==> src/rtl/project3_aluv_top.sv <==
// Execute-stage ALU with built-in ALU-control decode for the RV32I datapath.
// Ports: clk, rst_n (async, active-low); aluop[1:0], funccode[9:0] select the
//   operation; a, b operands; result, zero, overflow, carryout are registered.
module project3_aluv_top #(
    parameter int WIDTH = 32
) (
    input  logic             clk,
    input  logic             rst_n,
    input  logic [1:0]       aluop,
    input  logic [9:0]       funccode,
    input  logic [WIDTH-1:0] a,
    input  logic [WIDTH-1:0] b,
    output logic [WIDTH-1:0] result,
    output logic             zero,
    output logic             overflow,
    output logic             carryout
);

    localparam int SW = $clog2(WIDTH);

    typedef enum logic [3:0] {
        OP_ADD,
        OP_SUB,
        OP_SLL,
        OP_SLT,
        OP_SLTU,
        OP_XOR,
        OP_SRL,
        OP_SRA,
        OP_OR,
        OP_AND
    } alu_op_t;

    logic [2:0] f3;
    logic       f7b5;
    alu_op_t    op;

    assign f3   = funccode[2:0];
    assign f7b5 = funccode[8];

    always_comb begin
        op = OP_ADD;
        unique case (aluop)
            2'b00: op = OP_ADD;
            2'b01: op = OP_SUB;
            default: begin
                unique case (f3)
                    // addi has no funct7, so only R-type honours bit 8 here
                    3'b000: op = (f7b5 && aluop == 2'b10) ? OP_SUB : OP_ADD;
                    3'b001: op = OP_SLL;
                    3'b010: op = OP_SLT;
                    3'b011: op = OP_SLTU;
                    3'b100: op = OP_XOR;
                    3'b101: op = f7b5 ? OP_SRA : OP_SRL;
                    3'b110: op = OP_OR;
                    default: op = OP_AND;
                endcase
            end
        endcase
    end

    logic             sub;
    logic [WIDTH-1:0] b_eff;
    logic [WIDTH-1:0] sum;
    logic             cout;
    logic             ov;
    logic [SW-1:0]    shamt;

    assign sub   = (op == OP_SUB);
    assign b_eff = sub ? ~b : b;
    assign shamt = b[SW-1:0];

    // Single shared adder; subtraction is a + ~b + 1.
    assign {cout, sum} = {1'b0, a} + {1'b0, b_eff} + {{WIDTH{1'b0}}, sub};
    assign ov = (a[WIDTH-1] == b_eff[WIDTH-1]) &&
                (sum[WIDTH-1] != a[WIDTH-1]);

    logic [WIDTH-1:0] res_d;
    logic             arith;

    assign arith = (op == OP_ADD) || (op == OP_SUB);

    always_comb begin
        res_d = '0;
        unique case (op)
            OP_ADD,
            OP_SUB:  res_d = sum;
            OP_SLL:  res_d = a << shamt;
            OP_SLT:  res_d = {{(WIDTH-1){1'b0}},
                              ($signed(a) < $signed(b))};
            OP_SLTU: res_d = {{(WIDTH-1){1'b0}}, (a < b)};
            OP_XOR:  res_d = a ^ b;
            OP_SRL:  res_d = a >> shamt;
            OP_SRA:  res_d = $unsigned($signed(a) >>> shamt);
            OP_OR:   res_d = a | b;
            OP_AND:  res_d = a & b;
            default: res_d = '0;
        endcase
    end

    always_ff @(posedge clk or negedge rst_n) begin
        if (!rst_n) begin
            result   <= '0;
            zero     <= 1'b1;
            overflow <= 1'b0;
            carryout <= 1'b0;
        end else begin
            result   <= res_d;
            zero     <= (res_d == '0);
            overflow <= arith & ov;
            carryout <= arith & cout;
        end
    end

endmodule

==> config.mk <==
export PLATFORM = sky130hd
export DESIGN_NAME = project3_aluv_top
export DESIGN_NICKNAME = d
export VERILOG_FILES = /design/src/rtl/project3_aluv_top.sv
export SDC_FILE = /design/constraint.sdc
export NUM_CORES = 1
export LEC_CHECK = 0
export BUFFER_PORTS_ARGS = -buffer_cell sky130_fd_sc_hd__buf_4
export CORE_ASPECT_RATIO = 0.9
export CORE_MARGIN = 3
export CORE_UTILIZATION = 60
export DETAILED_ROUTE_END_ITERATION = 7
export PLACE_DENSITY = 0.87
export SLEW_MARGIN = 20
export SYNTH_ARGS = -nofsm -noshare
export SYNTH_HDL_FRONTEND = slang
export SYNTH_SLANG_ARGS = --single-unit
==> constraint.sdc <==
create_clock -name clk -period 1.2 [get_ports clk]
set_input_delay 0.06 -clock clk [delete_from_list [all_inputs] [get_ports clk]]
set_output_delay 0.06 -clock clk [all_outputs]
set_load 0.02 [all_outputs]
==> results.md, run 1 <==
Placement:
- The congestion estimate from routability-driven global placement came to 1.37.
- The detailed-placement wirelength estimate is 45.7 mm.
- The count of input and output buffers is 106.
- In this run the cell area measured after placement is 15,300 µm².

Synth:
- The synthesized area per cell is between 7 and 8 µm².
- After synthesis the netlist holds a flip-flop and latch count of 35.
- The sequential element share of the synthesized area is 8.33%.
- Yosys mapped a number of flops with a built-in enable equal to 0.
- The cell area after technology mapping is 10,500 µm².
- The number of warnings reported in the yosys synthesis log is 0.
- The netlist uses 81 different library cells.
- The share of flip-flops with an asynchronous set or reset after synthesis is 100%.
- The most frequently used flop master after synthesis is sky130_fd_sc_hd__dfrtp_1.
- The synthesized instance count is 1,366.
- The net count after synthesis is 1,580.

Clock tree:
- The H-tree was split into 2 levels.
- The number of buffers inserted for hold repair after clock tree synthesis is 1.
- The clock sink count is 35.
- The number of buffers added by the clock tree synthesis step is 5.
- The root buffer cell chosen for the clock tree is sky130_fd_sc_hd__clkbuf_16.
- The post-CTS resize count is 193.
- Buffers added to address setup during post-CTS repair amount to 46.
- Counting along the longest clock path gives a buffer depth of 2.

Floorplanning:
- The number of placement rows is 45.
- The top-level port count is approximately 110.
- The initial utilization of the core area, before any placement, comes to 61.7%.
- In this run the vertical extent of the chip is 132 µm.
- The width of the die is 146 µm.

Outcome:
- The tool reported: "[ERROR DPL-0033] detailed placement checks failed during check placement".
- The flow did not finish.
- The flow stopped in 4_1_cts.
==> Yosys cell counts, types with 5 or more instances <==
library cell | instances | area, µm²
sky130_fd_sc_hd__mux4_2 | 41 | 923
sky130_fd_sc_hd__nand2_1 | 118 | 443
sky130_fd_sc_hd__mux4_1 | 6 | 158
sky130_fd_sc_hd__a21oi_1 | 75 | 375
sky130_fd_sc_hd__dfrtp_1 | 34 | 851
sky130_fd_sc_hd__nor2b_1 | 20 | 125
sky130_fd_sc_hd__mux2_2 | 15 | 169
sky130_fd_sc_hd__buf_1 | 12 | 45.0
sky130_fd_sc_hd__o22ai_1 | 27 | 169
sky130_fd_sc_hd__nand4_1 | 15 | 93.8
sky130_fd_sc_hd__o22a_1 | 5 | 43.8
sky130_fd_sc_hd__clkbuf_1 | 67 | 251
sky130_fd_sc_hd__o2111ai_1 | 6 | 52.6
sky130_fd_sc_hd__and3_1 | 5 | 31.3
sky130_fd_sc_hd__mux2i_1 | 68 | 681
sky130_fd_sc_hd__o31a_1 | 5 | 43.8
sky130_fd_sc_hd__o211ai_1 | 22 | 165
sky130_fd_sc_hd__a211oi_1 | 23 | 173
sky130_fd_sc_hd__or4_1 | 9 | 67.6
sky130_fd_sc_hd__a31oi_1 | 14 | 87.6
sky130_fd_sc_hd__o32ai_1 | 7 | 61.3
sky130_fd_sc_hd__a2111oi_0 | 6 | 52.6
sky130_fd_sc_hd__xnor2_1 | 42 | 368
sky130_fd_sc_hd__xor2_1 | 7 | 61.3
sky130_fd_sc_hd__o31ai_1 | 8 | 60.1
sky130_fd_sc_hd__and2_1 | 12 | 75.1
sky130_fd_sc_hd__a32oi_1 | 7 | 61.3
sky130_fd_sc_hd__nand3_1 | 31 | 155
sky130_fd_sc_hd__o221ai_1 | 6 | 52.6
sky130_fd_sc_hd__nor4_1 | 11 | 68.8
sky130_fd_sc_hd__ha_1 | 135 | 1690
sky130_fd_sc_hd__a21o_1 | 10 | 75.1
sky130_fd_sc_hd__nor2_1 | 89 | 334
sky130_fd_sc_hd__or3_1 | 9 | 56.3
sky130_fd_sc_hd__a22oi_1 | 37 | 278
sky130_fd_sc_hd__a211o_1 | 9 | 78.8
sky130_fd_sc_hd__o21a_1 | 15 | 113
sky130_fd_sc_hd__or2_2 | 5 | 31.3
sky130_fd_sc_hd__o21bai_1 | 8 | 60.1
sky130_fd_sc_hd__nor3_1 | 37 | 185
sky130_fd_sc_hd__o21ai_0 | 87 | 435
sky130_fd_sc_hd__buf_2 | 21 | 105
sky130_fd_sc_hd__nand2b_1 | 16 | 100
sky130_fd_sc_hd__inv_1 | 95 | 357
==> stage by stage <==
| step | setup WS (ns) | setup TNS [ns] | util [%] | std cells |
|---|---|---|---|---|
| 2_1_floorplan | -2.99 | -57.29 | - | 1366 |
| 3_3_place_gp | -2.78 | -60.27 | 89.7 | 2096 |
| 3_5_place_dp | -3.39 | -71.24 | 89.7 | 2096 |
==> kinds of logic after synthesis <==
group	count (synthesis)	synth area share (%)
AND/OR/NAND/NOR	398	18.5
adder cells (fa/ha/maj)	136	16.2
multiplexers	130	18.3
buffers and inverters	202	7.84
XOR/XNOR	49	4.07
AO/OA/AOI/OAI	416	26.7
flip-flops	35	8.33
==> run 2: changes to the inputs <==
CORE_ASPECT_RATIO = not set   (was 0.9)
CORE_UTILIZATION = 40   (was 60)
PLACE_DENSITY = not set   (was 0.87)
PLACE_DENSITY_LB_ADDON = 0.15   (was not set)
==> results.md, run 2 <==
Synth:
- The cell with the most instances after synthesis is sky130_fd_sc_hd__ha_1.
- The share of the synthesized area in compound gates (AO/OA/AOI/OAI) is between 20% and 30%.
- The biggest area contributor in the post-synthesis netlist is sky130_fd_sc_hd__ha_1.
- The sequential element share of the synthesized area is approximately 8.3%.
- In the synthesized netlist the dominant register cell turns out to be sky130_fd_sc_hd__dfrtp_1.
- The number of enable flip-flop cells after synthesis is 0.
- The number of different library cells in the post-synthesis netlist is 81.
- The cell area after technology mapping is approximately 11,000 µm².
- By area, the combinational part of the netlist is dominated by compound AO/OA/AOI/OAI gates.
- The synthesized area per cell is 7.71 µm².
- In the synthesized netlist, the cells that appear most often are sky130_fd_sc_hd__ha_1, sky130_fd_sc_hd__nand2_1, sky130_fd_sc_hd__inv_1.
- After Yosys synthesis, and, or, nand and nor cells account for between 10% and 20% of the synthesized area.
- Ranked by total cell area, the synthesized netlist is headed by sky130_fd_sc_hd__ha_1, sky130_fd_sc_hd__mux4_2, sky130_fd_sc_hd__dfrtp_1.
- The share of synthesized cell area in full adder, half adder and majority cells is 16.2%.
- Multiplexer cells account for 18.3% of the synthesized area.
- The share of flip-flops with an asynchronous set or reset after synthesis is 100%.
- The number of warnings reported in the yosys synthesis log is 0.
- The parity-gate share of the synthesized area counting xor and xnor cells is under 10%.
- Counting every instance in the synthesized netlist gives around 1,400.
- The number of register bits inferred by synthesis is 35.
- In this run the biggest area consumer among cell types represents 16.0% of the synthesized area.
- The net count after synthesis is between 1,500 and 2,000.

Timing:
- The final critical path time including I/O delays and setup is 3.66 ns.
- The worst pin sits at a relative slew slack of approximately 44%.
- At the pin with the least slew margin, the transition time is around 0.82 ns.
- The final hold slack is 0.289 ns.
- The worst setup slack after layout is -2.46 ns.
- The final critical path takes up 305% of the cycle.
- The peak clock frequency supported by timing is 273 MHz.
- The number of endpoints failing setup at the final stage is 35.
- The number of hold-slack violations in the final timing report was 0.
- Setup repair after global routing could not meet its margin everywhere.
- The final count of pins violating max slew was 0.

Drt:
- Detailed routing inserted a total of between 10,000 and 15,000 vias.
- The DRC violations left is 0.
- In the routed layout, each cell is associated on average with a via count of roughly 6.1.
- The number of iterations in the first detailed-routing pass is 5.
- The remaining antenna violation count is 0.
- After detailed routing, the total wire length is 57.0 mm.
- Dividing the detail-routed wire length by the instance count gives 24.7 µm.
- The first-iteration detailed-routing DRC count is 1,355.

Clock tree:
- The clock passes through at most 2 buffers.
- The number of buffers added by the clock tree synthesis step is 5.
- The clock tree root buffer cell is sky130_fd_sc_hd__clkbuf_16.
- TritonCTS built the clock tree.
- After clock tree synthesis, the clock-pin slew on the worst setup and hold paths is 0.07 ns.
- The H-tree was split into 2 levels.
- The tree built by TritonCTS fans out to 35 sinks.

Layout:
- The core utilization of the finished layout is 69.7%.
- The finished layout holds 2,302 standard cells, fillers aside.
- The register with the most flip-flops in the layout has 32 of them.
- Relative to the synthesized area, the layout overhead comes to 69.0%.
- Once layout is done, the placed cells without fillers occupy 17,800 µm².
- At the end of the flow, the number of nets in the layout was 2,184.
- Leaving out fill and tap cells, the most frequent cells in the layout are sky130_fd_sc_hd__buf_4, sky130_fd_sc_hd__ha_1, sky130_fd_sc_hd__nand2_1.
- Leaving out fill and tap cells, the most frequent cell in the layout is sky130_fd_sc_hd__buf_4.
- The fraction of layout cells with a size suffix above 1 is between 40% and 50%.
- The most flop-heavy register is result.

Placement:
- After detailed placement, the total cell area comes to 15,800 µm².
- At the end of routability-driven placement, the weighted congestion stood at 1.05.
- The placed cell count is 2,237.
- Once detailed placement completed, the half-perimeter wirelength came to 45.0 mm.
- The count of input and output buffers is ~110.

Global routing:
- The initial antenna violation count is 1.
- The first-pass GRT wire length is 82.9 mm.
- The remaining global-route overflow is 0.
- Global routing consumed, over all layers together, 38.1% of the routing resources.
- The pin count of the biggest net entering global routing is 36.
- The via count of the first global-routing pass was about 14,000.

Min path:
- The type of the tightest min-delay check is in -> async.

Floorplanning:
- The initial utilization of the core area, before any placement, comes to 41.2%.
- The number of placement rows is 58.
- The standard cell core area is 25,500 µm².
- The die is around 170 µm tall.
- For this design the top-level I/O count stands at 113.
- The width of the die is 168 µm.
- The floorplan step defined a die boundary enclosing 28,300 µm².

Worst setup path:
- The setup path with the least slack is of type in -> reg.
- The critical path launch point type is an input pin.
- The endpoint kind of the worst setup timing path is a flip-flop.
- The signal on the critical path passes through buf_6, nor2b_4, a31oi_4, buf_12, buf_12, xnor2_2, ha_1, nand2_2, o311a_1, o31a_1, a2111oi_2, nor4b_4, o2111ai_1, or4_4, or4_4, nor4_2, and4b_1.
- The largest stage delay on the critical path is roughly 0.51 ns.
- At the worst endpoint, the required time is ~1.4 ns.
- The highest-delay cell along the critical path is sky130_fd_sc_hd__or4_4.
- Along the worst path, the maximum fanout reaches 8.
- STA puts the critical path data arrival time at 3.90 ns.

Run:
- Across the run, the number of max-cap violations was 0.

Outcome:
- The flow ran to the end, but the final reports show violations.
- The checks that failed: negative setup slack.

Power:
- Dividing total power by cell area gives a power density of 769 nW/µm².
- Across the VDD grid, the largest voltage drop is ~830 µV.
- The leakage power is ~8.3 nW.
run 2: cell counts after synthesis:
Identical to the previous run, type by type.
run 2: layout make-up:
type | count | area [µm²]
Multi-Input combinational cell | 1129 | 10200
Clock buffer | 5 | 125
Antenna cell | 1 | 2.50
Clock inverter | 3 | 43.8
Tap cell | 330 | 413
Timing Repair Buffer | 704 | 5790
Inverter | 95 | 372
Sequential cell | 35 | 877
Fill cell | 2094 | 7740
run 2: path summary, 6_finish.rpt:
| check | start | endpoint | slack (ns) | cells after the start |
|---|---|---|---|---|
| worst max-delay path | aluop[0] | zero | -2.46 | 17 |
| max in group asynchronous | rst_n | result[13] | 0.54 | 2 |
| min in group clk | a[31] | overflow | 0.33 | 4 |
| worst min-delay path | rst_n | result[26] | 0.29 | 2 |
run 2: stage by stage:
stage	setup TNS, ns	worst slack [ns]	power (W)
3_5_place_dp	-63.35	-3.01	0.0102
6_report	-49.50	-2.46	0.0137
5_1_grt	-52.02	-2.55	0.0143
4_1_cts	-48.38	-2.49	0.0127
2_1_floorplan	-57.29	-2.99	0.00581
3_3_place_gp	-61.95	-2.85	0.0101
run 2: worst max-delay path: cells and delay by family:
kind / cells / cell delay (ns)
buffers and inverters: 3 / 0.44
xor gates and xnor gates: 1 / 0.06
and+or+nand+nor: 7 / 1.79
AOI/OAI and AO/OA: 5 / 1.18
adders and majority gates: 1 / 0.34
run 2: cell families (layout without fill, tap and decap cells):
family / count (synthesis) / after routing
AOI/OAI and AO/OA: 416 / 416
muxes: 130 / 130
and+or+nand+nor: 398 / 398
xor gates and xnor gates: 49 / 49
other: 0 / 1
adders and majority gates: 136 / 136
DFF: 35 / 35
buffers and inverters: 202 / 807
run 2: per-layer routing:
metal | vias to the layer above | part of all wire, % | GRT usage, %
met4 | 2 | 5.8 | 17.1
met3 | 170 | 9.1 | 7.00
li1 | 6332 | - | -
met2 | 806 | 46 | 61.9
met5 | - | 0.023 | 0
met1 | 6748 | 39 | 49.2
run 2: what timing repair did:
item / in CTS / in global routing
hold buffers: 1 / 0
setup endpoints to repair: 35 / 35
pin swaps: 65 / 80
gates cloned: 2 / 1
buffers inserted: 44 / 26
resized for setup: 176 / 113
hold endpoints to repair: 34 / 0
run 2: power by group:
part	total [W]	leakage [nW]	internal, W	switching (W)
sequential	0.00151	0.414	0.00143	0.0000813
clock	0.00157	0.0838	0.000982	0.000593
combinational	0.0106	7.82	0.00526	0.00536
Power figures use the tool's default switching activity.
